<file path="config.mk">
export PLATFORM = sky130hd
export DESIGN_NAME = pipeline_hazard_ctrl_flat
export DESIGN_NICKNAME = d
export VERILOG_FILES = /design/src/rtl/pipe_ctrl_pkg.sv /design/src/rtl/pipeline_hazard_ctrl_if.sv /design/src/rtl/load_use_detect.sv /design/src/rtl/pipeline_hazard_ctrl.sv /design/src/flat_wrapper.sv
export SDC_FILE = /design/constraint.sdc
export NUM_CORES = 1
export LEC_CHECK = 0
export ABC_AREA = 1
export BUFFER_PORTS_ARGS = -buffer_cell sky130_fd_sc_hd__buf_2
export CAP_MARGIN = 20
export CORE_MARGIN = 2
export CORE_UTILIZATION = 45
export DETAILED_ROUTE_END_ITERATION = 12
export PLACE_DENSITY = 0.75
export SYNTH_ARGS = -nofsm -noshare
export SYNTH_HDL_FRONTEND = slang
export SYNTH_SLANG_ARGS = --single-unit
</file>
<file path="constraint.sdc">
create_clock -name Clk -period 2.5 [get_ports Clk]
set_input_delay 0.125 -clock Clk [delete_from_list [all_inputs] [get_ports Clk]]
set_output_delay 0.125 -clock Clk [all_outputs]
set_load 0.05 [all_outputs]
</file>
<file path="src/rtl/pipe_ctrl_pkg.sv">
// Shared types and constants for the pipeline stall/flush sequencer.
package pipe_ctrl_pkg;

    // Sequencer states: free-running issue, or holding EX for a mult/div.
    typedef enum logic [0:0] {
        RUN     = 1'b0,
        MD_WAIT = 1'b1
    } hz_state_e;

    // Architectural zero register: writes to it are discarded, so it never
    // produces a true data dependency.
    localparam logic [4:0] REG_ZERO = 5'd0;

    // ID_EX control bundle; a bubble is this bundle with every field cleared.
    typedef struct packed {
        logic       reg_write;
        logic       mem_read;
        logic       mem_write;
        logic       mem_to_reg;
        logic       alu_src;
        logic       reg_dst;
        logic       branch;
        logic [3:0] alu_op;
    } ctrl_t;

    localparam ctrl_t CTRL_BUBBLE = '{
        reg_write:  1'b0,
        mem_read:   1'b0,
        mem_write:  1'b0,
        mem_to_reg: 1'b0,
        alu_src:    1'b0,
        reg_dst:    1'b0,
        branch:     1'b0,
        alu_op:     4'd0
    };

    // True when a produced register is a real (non-$0) match for a source.
    function automatic logic reg_match(input logic [4:0] dst, input logic [4:0] src);
        return (dst != REG_ZERO) && (dst == src);
    endfunction

endpackage

</file>
<file path="src/rtl/pipeline_hazard_ctrl_if.sv">
// Hazard-control bundle between the pipeline datapath (master) and the
// stall/flush sequencer (slave).
interface pipeline_hazard_ctrl_if #(
    parameter int CNT_W = 32
);
    logic [4:0]       ID_rs;
    logic [4:0]       ID_rt;
    logic             ID_UsesRt;
    logic             EX_MemRead;
    logic [4:0]       EX_WriteReg;
    logic             EX_MulDiv;
    logic             EX_BranchTaken;

    logic             PCWrite;
    logic             IF_ID_Write;
    logic             IF_ID_Flush;
    logic             ID_EX_Bubble;
    logic             EX_Hold;
    logic             Busy;
    logic [CNT_W-1:0] StallCount;

    modport master (
        output ID_rs, ID_rt, ID_UsesRt, EX_MemRead, EX_WriteReg, EX_MulDiv, EX_BranchTaken,
        input  PCWrite, IF_ID_Write, IF_ID_Flush, ID_EX_Bubble, EX_Hold, Busy, StallCount
    );

    modport slave (
        input  ID_rs, ID_rt, ID_UsesRt, EX_MemRead, EX_WriteReg, EX_MulDiv, EX_BranchTaken,
        output PCWrite, IF_ID_Write, IF_ID_Flush, ID_EX_Bubble, EX_Hold, Busy, StallCount
    );
endinterface

</file>
<file path="src/rtl/load_use_detect.sv">
// Load-use comparator: a load in EX whose destination feeds a source of the
// instruction in ID forces a one-cycle stall. $0 never matches.
module load_use_detect
    import pipe_ctrl_pkg::*;
(
    input  logic [4:0] id_rs_i,
    input  logic [4:0] id_rt_i,
    input  logic       id_uses_rt_i,
    input  logic       ex_mem_read_i,
    input  logic [4:0] ex_write_reg_i,
    output logic       hazard_o
);

    // rt only counts when the ID instruction actually reads it as a source.
    assign hazard_o = ex_mem_read_i &&
                      (reg_match(ex_write_reg_i, id_rs_i) ||
                       (id_uses_rt_i && reg_match(ex_write_reg_i, id_rt_i)));

endmodule

</file>
<file path="src/rtl/pipeline_hazard_ctrl.sv">
// Stall/flush sequencer for the 5-stage pipeline: load-use stalls, taken
// branch squash, multi-cycle mult/div hold of EX, and a saturating counter
// of stall cycles. Outputs are combinational from state and inputs so a
// stall takes effect in the same cycle it is detected.
module pipeline_hazard_ctrl
    import pipe_ctrl_pkg::*;
#(
    parameter int MD_LATENCY = 4,
    parameter int CNT_W      = 32
) (
    input logic                    Clk,
    input logic                    Rst_n,
    pipeline_hazard_ctrl_if.slave  bus
);

    // Hold counter only needs to reach MD_LATENCY-2.
    localparam int                MDC_W      = (MD_LATENCY > 2) ? $clog2(MD_LATENCY - 1) : 1;
    localparam bit                MD_HOLD_EN = (MD_LATENCY > 1);
    localparam logic [MDC_W-1:0]  MD_LOAD    = MDC_W'((MD_LATENCY > 1) ? (MD_LATENCY - 2) : 0);
    localparam logic [CNT_W-1:0]  SC_MAX     = {CNT_W{1'b1}};

    hz_state_e         state_q;
    hz_state_e         state_d;
    logic [MDC_W-1:0]  md_cnt_q;
    logic [MDC_W-1:0]  md_cnt_d;
    logic [CNT_W-1:0]  stall_cnt_q;
    logic [CNT_W-1:0]  stall_cnt_d;

    logic              hazard_s;
    logic              stall_s;
    logic              pc_write_s;
    logic              if_id_write_s;
    logic              if_id_flush_s;
    logic              id_ex_bubble_s;
    logic              ex_hold_s;
    logic              busy_s;

    load_use_detect u_load_use_detect (
        .id_rs_i        (bus.ID_rs),
        .id_rt_i        (bus.ID_rt),
        .id_uses_rt_i   (bus.ID_UsesRt),
        .ex_mem_read_i  (bus.EX_MemRead),
        .ex_write_reg_i (bus.EX_WriteReg),
        .hazard_o       (hazard_s)
    );

    // State register: FSM state and remaining mult/div hold cycles.
    always_ff @(posedge Clk or negedge Rst_n) begin
        if (!Rst_n) begin
            state_q  <= RUN;
            md_cnt_q <= {MDC_W{1'b0}};
        end else begin
            state_q  <= state_d;
            md_cnt_q <= md_cnt_d;
        end
    end

    // Next-state logic: enter MD_WAIT on a mult/div, count down, then release.
    always_comb begin
        state_d  = state_q;
        md_cnt_d = md_cnt_q;
        case (state_q)
            RUN: begin
                if (bus.EX_BranchTaken) begin
                    state_d = RUN;
                end else if (bus.EX_MulDiv && MD_HOLD_EN) begin
                    state_d  = MD_WAIT;
                    md_cnt_d = MD_LOAD;
                end else begin
                    state_d = RUN;
                end
            end
            MD_WAIT: begin
                // A still-asserted EX_MulDiv on the release cycle is the same
                // op, so it does not re-arm the hold.
                if (md_cnt_q != {MDC_W{1'b0}}) begin
                    state_d  = MD_WAIT;
                    md_cnt_d = md_cnt_q - MDC_W'(1);
                end else begin
                    state_d  = RUN;
                    md_cnt_d = {MDC_W{1'b0}};
                end
            end
            default: begin
                state_d  = RUN;
                md_cnt_d = {MDC_W{1'b0}};
            end
        endcase
    end

    // Output decode: reset squashes everything; otherwise branch > mult/div > load-use.
    always_comb begin
        pc_write_s     = 1'b1;
        if_id_write_s  = 1'b1;
        if_id_flush_s  = 1'b0;
        id_ex_bubble_s = 1'b0;
        ex_hold_s      = 1'b0;
        busy_s         = 1'b0;
        stall_s        = 1'b0;
        if (!Rst_n) begin
            pc_write_s     = 1'b0;
            if_id_write_s  = 1'b0;
            if_id_flush_s  = 1'b1;
            id_ex_bubble_s = 1'b1;
        end else begin
            case (state_q)
                RUN: begin
                    if (bus.EX_BranchTaken) begin
                        // Wrong-path instruction in ID is squashed, so any
                        // load-use match against it is moot.
                        if_id_flush_s  = 1'b1;
                        id_ex_bubble_s = 1'b1;
                    end else if (bus.EX_MulDiv && MD_HOLD_EN) begin
                        pc_write_s    = 1'b0;
                        if_id_write_s = 1'b0;
                        ex_hold_s     = 1'b1;
                        stall_s       = 1'b1;
                    end else if (hazard_s) begin
                        pc_write_s     = 1'b0;
                        if_id_write_s  = 1'b0;
                        id_ex_bubble_s = 1'b1;
                        stall_s        = 1'b1;
                    end else begin
                        stall_s = 1'b0;
                    end
                end
                MD_WAIT: begin
                    // Busy covers the holding cycles; the release cycle looks
                    // exactly like normal issue.
                    if (md_cnt_q != {MDC_W{1'b0}}) begin
                        pc_write_s    = 1'b0;
                        if_id_write_s = 1'b0;
                        ex_hold_s     = 1'b1;
                        busy_s        = 1'b1;
                        stall_s       = 1'b1;
                    end else begin
                        stall_s = 1'b0;
                    end
                end
                default: begin
                    stall_s = 1'b0;
                end
            endcase
        end
    end

    // Saturating stall-cycle increment; flushes are not counted.
    always_comb begin
        if (stall_s && (stall_cnt_q != SC_MAX)) begin
            stall_cnt_d = stall_cnt_q + CNT_W'(1);
        end else begin
            stall_cnt_d = stall_cnt_q;
        end
    end

    // Stall-cycle counter register.
    always_ff @(posedge Clk or negedge Rst_n) begin
        if (!Rst_n) begin
            stall_cnt_q <= {CNT_W{1'b0}};
        end else begin
            stall_cnt_q <= stall_cnt_d;
        end
    end

    assign bus.PCWrite      = pc_write_s;
    assign bus.IF_ID_Write  = if_id_write_s;
    assign bus.IF_ID_Flush  = if_id_flush_s;
    assign bus.ID_EX_Bubble = id_ex_bubble_s;
    assign bus.EX_Hold      = ex_hold_s;
    assign bus.Busy         = busy_s;
    assign bus.StallCount   = stall_cnt_q;

endmodule

</file>
<file path="src/flat_wrapper.sv">
// flat-port wrapper written by rule: the top's interface ports become plain ports
module pipeline_hazard_ctrl_flat import pipe_ctrl_pkg::*;
#(
    parameter int MD_LATENCY = 4,
    parameter int CNT_W      = 32
)
  (Clk, Rst_n, bus_ID_rs, bus_ID_rt, bus_ID_UsesRt, bus_EX_MemRead, bus_EX_WriteReg, bus_EX_MulDiv, bus_EX_BranchTaken, bus_PCWrite, bus_IF_ID_Write, bus_IF_ID_Flush, bus_ID_EX_Bubble, bus_EX_Hold, bus_Busy, bus_StallCount);
  pipeline_hazard_ctrl_if #(.CNT_W(CNT_W)) bus_i ();
  input logic Clk;
  input logic Rst_n;
  input wire logic [$bits(bus_i.ID_rs)-1:0] bus_ID_rs;
  input wire logic [$bits(bus_i.ID_rt)-1:0] bus_ID_rt;
  input wire logic [$bits(bus_i.ID_UsesRt)-1:0] bus_ID_UsesRt;
  input wire logic [$bits(bus_i.EX_MemRead)-1:0] bus_EX_MemRead;
  input wire logic [$bits(bus_i.EX_WriteReg)-1:0] bus_EX_WriteReg;
  input wire logic [$bits(bus_i.EX_MulDiv)-1:0] bus_EX_MulDiv;
  input wire logic [$bits(bus_i.EX_BranchTaken)-1:0] bus_EX_BranchTaken;
  output wire logic [$bits(bus_i.PCWrite)-1:0] bus_PCWrite;
  output wire logic [$bits(bus_i.IF_ID_Write)-1:0] bus_IF_ID_Write;
  output wire logic [$bits(bus_i.IF_ID_Flush)-1:0] bus_IF_ID_Flush;
  output wire logic [$bits(bus_i.ID_EX_Bubble)-1:0] bus_ID_EX_Bubble;
  output wire logic [$bits(bus_i.EX_Hold)-1:0] bus_EX_Hold;
  output wire logic [$bits(bus_i.Busy)-1:0] bus_Busy;
  output wire logic [$bits(bus_i.StallCount)-1:0] bus_StallCount;
  assign bus_i.ID_rs = bus_ID_rs;
  assign bus_i.ID_rt = bus_ID_rt;
  assign bus_i.ID_UsesRt = bus_ID_UsesRt;
  assign bus_i.EX_MemRead = bus_EX_MemRead;
  assign bus_i.EX_WriteReg = bus_EX_WriteReg;
  assign bus_i.EX_MulDiv = bus_EX_MulDiv;
  assign bus_i.EX_BranchTaken = bus_EX_BranchTaken;
  assign bus_PCWrite = bus_i.PCWrite;
  assign bus_IF_ID_Write = bus_i.IF_ID_Write;
  assign bus_IF_ID_Flush = bus_i.IF_ID_Flush;
  assign bus_ID_EX_Bubble = bus_i.ID_EX_Bubble;
  assign bus_EX_Hold = bus_i.EX_Hold;
  assign bus_Busy = bus_i.Busy;
  assign bus_StallCount = bus_i.StallCount;
  pipeline_hazard_ctrl #(.MD_LATENCY(MD_LATENCY), .CNT_W(CNT_W)) u_core (.Clk(Clk), .Rst_n(Rst_n), .bus(bus_i));
endmodule
</file>
==> impl_metrics.csv, run 1 <==
group,metric,value,unit
outcome,status,"finished clean",
timing,fin_crit_sh,80.4,%
logic_synthesis,synth_area_leader_cell,"dfrtp_1",
critical_path,critPathRequiredTime,2.73,ns
logic_synthesis,syn_inst,411,
grt,grt_pass1_vias,2538,
clock_network,cts.sinks,35,
drt,drtAntennaViolNets,0,
clock_network,cts_buffers,5,
drt,first_pass_iters,4,
final_layout,area_delta_synth_final,16.6,%
timing,fmax,0.498,GHz
floorplan,initial_core_util,47.3,%
drt,drc,0,
final_layout,seqCellArea,876,µm²
grt,grt_start_max_net_pins,36,
grt,grt_use_met1,29.6,%
critical_path,cp-start-kind,"flip-flop",
clock_network,postCtsResizedCells,0,
critical_path,reg2reg_from,"u_core.bus.StallCount[0]",
floorplan,core,5610,µm²
critical_path,cp_max_fo,27,
power_and_ir_drop,vdd_drop_max,0.545,mV
clock_network,cts.clk_slew.worst_paths,0.07,ns
drt,avgRoutedWirePerCell,12.5,µm
logic_synthesis,syn_area_per_cell,6.46,µm²
critical_path,reg2reg_slack,0.49,ns
clock_network,cts-root-buf,"clkbuf_8",
logic_synthesis,yosysWarnings,0,
final_layout,layout_common_cells,"nand2_1 (166), nor2_1 (59), buf_2 (58), inv_1 (41), nand4_1 (38)",
drt,via_per_inst,5.05,
logic_synthesis,yosys.area.top_type_share,33.0,%
clock_network,clock_latency,0.29,ns
critical_path,crit_type,"flip-flop to flip-flop",
flow_run,cap_violations,0,
grt,grtUsageMet3,3.67,%
logic_synthesis,ys_ff_latch,35,
placed_design,portBuffers,58,
worst_hold_path,hp-class,"primary input to flip-flop",
power_and_ir_drop,p_per_area,586,nW/µm²
final_layout,drive_gt1_share,17.5,%
power_and_ir_drop,finalPower,0.00182,W
logic_synthesis,syn_area,2660,µm²
floorplan,die_w,80.8,µm
worst_hold_path,hold_start,"bus_EX_MulDiv",
drt,drtIter0Drc,232,
grt,grt_usage,22.3,%
timing,finalHoldWorstSlack,0.0946,ns
floorplan,die_h,80.8,µm
grt,grt_busiest_layer,"met2",
worst_hold_path,holdPathEnd,"u_core.md_cnt_q[1]",
final_layout,layout_commonest_cell,"nand2_1",
critical_path,timing.rr.end,"u_core.bus.StallCount[2]",
timing,fin_worst_skew,0.00260,ns
clock_network,clock_path_buffers,2,
drt,vias,2732,
final_layout,n_antenna_cell,0,
clock_network,cts_tree,"built",
timing,maxSlewViolCount,0,
timing,relSlewSlack,66.0,%
timing,hold_violations,0,
critical_path,reg2reg_depth,9,
clock_network,h-tree-depth,2,
final_layout,num-nets-final,490,
timing,rsz0062_at_grt,"false",
timing,timing.setup.tns,0,ns
grt,overflow,0,
timing,fin_crit,2.01,ns
logic_synthesis,synthTopCellsByArea,"dfrtp_1 (33%), nand2_1 (23%), nand4_1 (9.0%)",
logic_synthesis,synth_nets,433,
power_and_ir_drop,leakagePower,1.64,nW
drt,routed_wl,6.79,mm
worst_hold_path,whs_path_depth,3,
grt,grt_pass1_wl,11.4,mm
floorplan,core.rowCount,27,
floorplan,dieArea,6530,µm²
timing,worst_pin_slew,0.510,ns
logic_synthesis,ys_seq_area_share,33.0,%
grt,met2_usage,37.0,%
placed_design,gp_congestion,0.934,
final_layout,final_core_util,55.2,%
final_layout,fillCellCount,579,
timing,setup_viol,0,
grt,antenna_found_initial,0,
critical_path,critPathArrivalTime,2.24,ns
critical_path,cp-end-kind,"flip-flop",
placed_design,dp_hpwl,5.25,mm
final_layout,multi_input_area,1530,µm²
floorplan,ios,59,
logic_synthesis,ys_types,21,
[state kept, by name, summed over array words and instances (netlist names)]
register / cells
u_core.md_cnt_q: 2
u_core.bus.StallCount: 32
u_core.state_q: 1
[repair_timing]
action	4_1_cts	5_1_grt
buffers inserted	0	0
hold buffers	1	0
endpoints found under the setup margin	0	0
endpoints found under the hold margin	9	0
[metal layers]
metal | vias to the layer above | part of all wire [%]
met4 | 0 | 1.9
li1 | 1411 | -
met5 | - | 0
met3 | 12 | 4.8
met2 | 66 | 48
met1 | 1243 | 46
[stage by stage]
step	setup WS, ns	instance area (µm²)	instances
6_report	0.491	3100	541
5_1_grt	0.283	3100	541
3_3_place_gp	0.635	2990	532
2_1_floorplan	0.414	2660	411
3_5_place_dp	0.525	2990	532
4_1_cts	0.501	3100	541
[how the worst max path moves through the flow]
stage | startpoint | endpoint | cells after the start
after floorplan | u_core.md_cnt_q[0] | bus_PCWrite | 9
after global placement | u_core.bus.StallCount[0] | u_core.bus.StallCount[15] | 9
after detailed placement | u_core.bus.StallCount[0] | u_core.bus.StallCount[2] | 9
after CTS | u_core.bus.StallCount[0] | u_core.bus.StallCount[2] | 9
after global routing | u_core.bus.StallCount[0] | u_core.bus.StallCount[11] | 9
final | u_core.bus.StallCount[0] | u_core.bus.StallCount[2] | 9
[cells by family (layout without fill, tap and decap cells)]
logic type                 after synthesis  after routing  synth area share (%)
AOI/OAI and AO/OA                        6              6                  1.13
xor gates and xnor gates                24             24                  7.92
adders and majority gates                1              1                 0.471
buffers and inverters                   57            115                  9.33
DFF                                     35             35                  33.0
and+or+nand+nor                        288            288                  48.2
[worst max-delay path, stage by stage (launching register included)]
cell	delay [ns]
dfrtp_1	0.42
ha_1	0.29
inv_2	0.08
nor2_4	0.18
nand3_4	0.12
nor2_4	0.14
nand3_4	0.19
nand3_4	0.34
nand2_1	0.10
nand2_1	0.07
[power by group]
part / total (W) / switching, W / internal [W] / leakage [nW]
sequential: 0.000689 / 0.0000659 / 0.000623 / 0.480
clock: 0.000455 / 0.000203 / 0.000252 / 0.0515
combinational: 0.000672 / 0.000513 / 0.000160 / 1.11
total: 0.00182 / 0.000782 / 0.00103 / 1.64
[synthesized netlist by cell type (all sizes together)]
master / count
xnor2: 13
nand4: 38
xor2: 11
a21oi: 2
buf: 9
dfrtp: 35
inv: 43
o21ai: 4
clkbuf: 5
ha: 1
nand3b: 2
nor2: 64
nand2: 168
nand3: 16
[final cells by class]
cell class,count,area share (%)
Inverter,43,5.21
Sequential cell,35,28.3
Tap cell,72,2.91
Multi-Input combinational cell,319,49.5
Clock buffer,8,3.23
Timing Repair Buffer,64,10.9
Power figures use the tool's default switching activity.
==> run 2, diff against run 1 <==
==> constraint.sdc (replaced) <==
create_clock -name Clk -period 2.1 [get_ports Clk]
set_input_delay 0.105 -clock Clk [delete_from_list [all_inputs] [get_ports Clk]]
set_output_delay 0.105 -clock Clk [all_outputs]
set_load 0.05 [all_outputs]
==> impl_metrics.csv, run 2 (synthesized netlist as in run 1, its figures left out) <==
group,metric,value,unit
final_layout,design_area,3120,µm²
timing,hold_violations,0,
critical_path,cp_max_fo,27,
drt,drc,0,
final_layout,finalNonFillerCells,543,
power_and_ir_drop,leakagePower,1.66,nW
final_layout,area_delta_synth_final,17.5,%
worst_hold_path,hp-class,"primary input to flip-flop",
flow_run,cap_violations,0,
timing,fin_crit_sh,86.9,%
clock_network,cts-root-buf,"clkbuf_8",
grt,grt_usage,22.0,%
floorplan,initial_core_util,47.3,%
final_layout,drive_gt1_share,18.0,%
floorplan,ios,59,
grt,grt_pass1_wl,11.3,mm
timing,fin_crit,1.83,ns
clock_network,cts_tree,"built",
grt,grt_pass1_vias,2529,
power_and_ir_drop,vdd_drop_max,0.687,mV
final_layout,n_antenna_cell,0,
critical_path,slowest_delay,0.40,ns
clock_network,clock_path_buffers,2,
grt,grt_start_max_net_pins,36,
timing,setup_viol,0,
timing,rsz0062_at_grt,"false",
outcome,status,"finished clean",
critical_path,path_cells,"ha_1, inv_2, nor2_4, nand3_4, nor2_4, nand3_4, buf_4, nand4_1, nand2_1",
clock_network,clock_latency,0.29,ns
final_layout,multi_input_area,1530,µm²
final_layout,num-nets-final,493,
timing,fmax,0.548,GHz
timing,finalHoldWorstSlack,0.0724,ns
timing,maxSlewViolCount,0,
drt,via_per_inst,5.16,
critical_path,path_buf_inv,2,
critical_path,cp-start-kind,"flip-flop",
clock_network,postCtsResizedCells,0,
drt,drtIter0Drc,145,
drt,routed_wl,6.69,mm
final_layout,fillCellCount,601,
final_layout,layout_commonest_cell,"nand2_1",
critical_path,crit_type,"flip-flop to flip-flop",
final_layout,layout_common_cells,"nand2_1 (166), nor2_1 (59), buf_2 (58), inv_1 (41), nand4_1 (38)",
drt,first_pass_iters,4,
drt,drtAntennaViolNets,0,
final_layout,final_core_util,55.6,%
placed_design,dp_cells,535,
floorplan,die_w,80.8,µm
placed_design,gp_congestion,0.913,
final_layout,largest_reg_flops,32,
critical_path,critPathArrivalTime,2.01,ns
final_layout,seqCellArea,876,µm²
floorplan,die_h,80.8,µm
grt,grt_busiest_layer,"met2",
timing,worst_pin_slew,0.452,ns
floorplan,core,5610,µm²
drt,avgRoutedWirePerCell,12.3,µm
floorplan,core.rowCount,27,
critical_path,cp-end-kind,"flip-flop",
placed_design,place_area,3020,µm²
timing,relSlewSlack,69.9,%
grt,antenna_found_initial,0,
floorplan,dieArea,6530,µm²
timing,fin_worst_skew,0.00274,ns
drt,vias,2803,
critical_path,cp_slowest_cell,"dfrtp_1",
grt,overflow,0,
grt,met2_usage,37.9,%
critical_path,critPathRequiredTime,2.28,ns
power_and_ir_drop,p_per_area,688,nW/µm²
critical_path,cp_top_family,"simple AND/OR/NAND/NOR gates",
grt,grtUsageMet3,3.67,%
clock_network,cts.clk_slew.worst_paths,0.07,ns
clock_network,h-tree-depth,2,
grt,grt_use_met1,28.9,%
placed_design,dp_hpwl,5.22,mm
placed_design,portBuffers,58,
timing,timing.setup.tns,0,ns
clock_network,cts_buffers,5,
clock_network,cts.sinks,35,
## run 2: changes by cell type in the layout (fill, tap and decap cells not counted)
cell      before  now
buf_4          5    7
buf_12         0    1
clkbuf_1       1    0
clkinv_2       0    1
clkbuf_8       7    6
## run 2: worst paths after layout
kind                                          start                   endpoint  slack, ns  cells past startpoint
min reg2reg                      u_core.md_cnt_q[0]         u_core.md_cnt_q[0]       0.49                      1
max                        u_core.bus.StallCount[1]  u_core.bus.StallCount[12]       0.27                      9
min in group asynchronous                     Rst_n   u_core.bus.StallCount[3]       0.29                      2
min                                   bus_EX_MulDiv         u_core.md_cnt_q[1]       0.07                      3
max in group asynchronous                     Rst_n   u_core.bus.StallCount[2]       1.30                      3
max reg2reg                u_core.bus.StallCount[1]  u_core.bus.StallCount[12]       0.27                      9
## run 2: stage by stage
stage	setup WS [ns]	total power, W
2_1_floorplan	0.0340	0.00148
3_3_place_gp	0.403	0.00165
3_5_place_dp	0.292	0.00167
4_1_cts	0.264	0.00217
5_1_grt	0.114	0.00229
6_report	0.274	0.00215
## run 2: what timing repair did
| action | CTS | global route |
|---|---|---|
| hold buffers | 1 | 0 |
| buffers inserted | 0 | 0 |
| endpoints found under the hold margin | 6 | 0 |
## run 2: tightest hold or removal path: cells and delay by family
kind,cells,cell delay (ns)
AND/OR/NAND/NOR,2,0.14
buffers and inverters,1,0.09
## run 2: cell type report
cell class	count	share of cell area, %
Timing Repair Buffer	67	12.0
Tap cell	72	2.89
Multi-Input combinational cell	319	49.1
Clock inverter	1	0.160
Sequential cell	35	28.1
Inverter	43	5.17
Clock buffer	6	2.65
## run 2: power by group
part | switching, W | internal, W | total, W | leakage, nW
combinational | 0.000624 | 0.000219 | 0.000843 | 1.13
sequential | 0.0000708 | 0.000742 | 0.000813 | 0.480
clock | 0.000233 | 0.000257 | 0.000490 | 0.0470
total | 0.000928 | 0.00122 | 0.00215 | 1.66
## run 2: layer usage
layer	up-vias	part of all wire, %
li1	1417	-
met1	1325	47
met2	56	48
met3	5	4.4
met4	0	0.79
met5	-	0
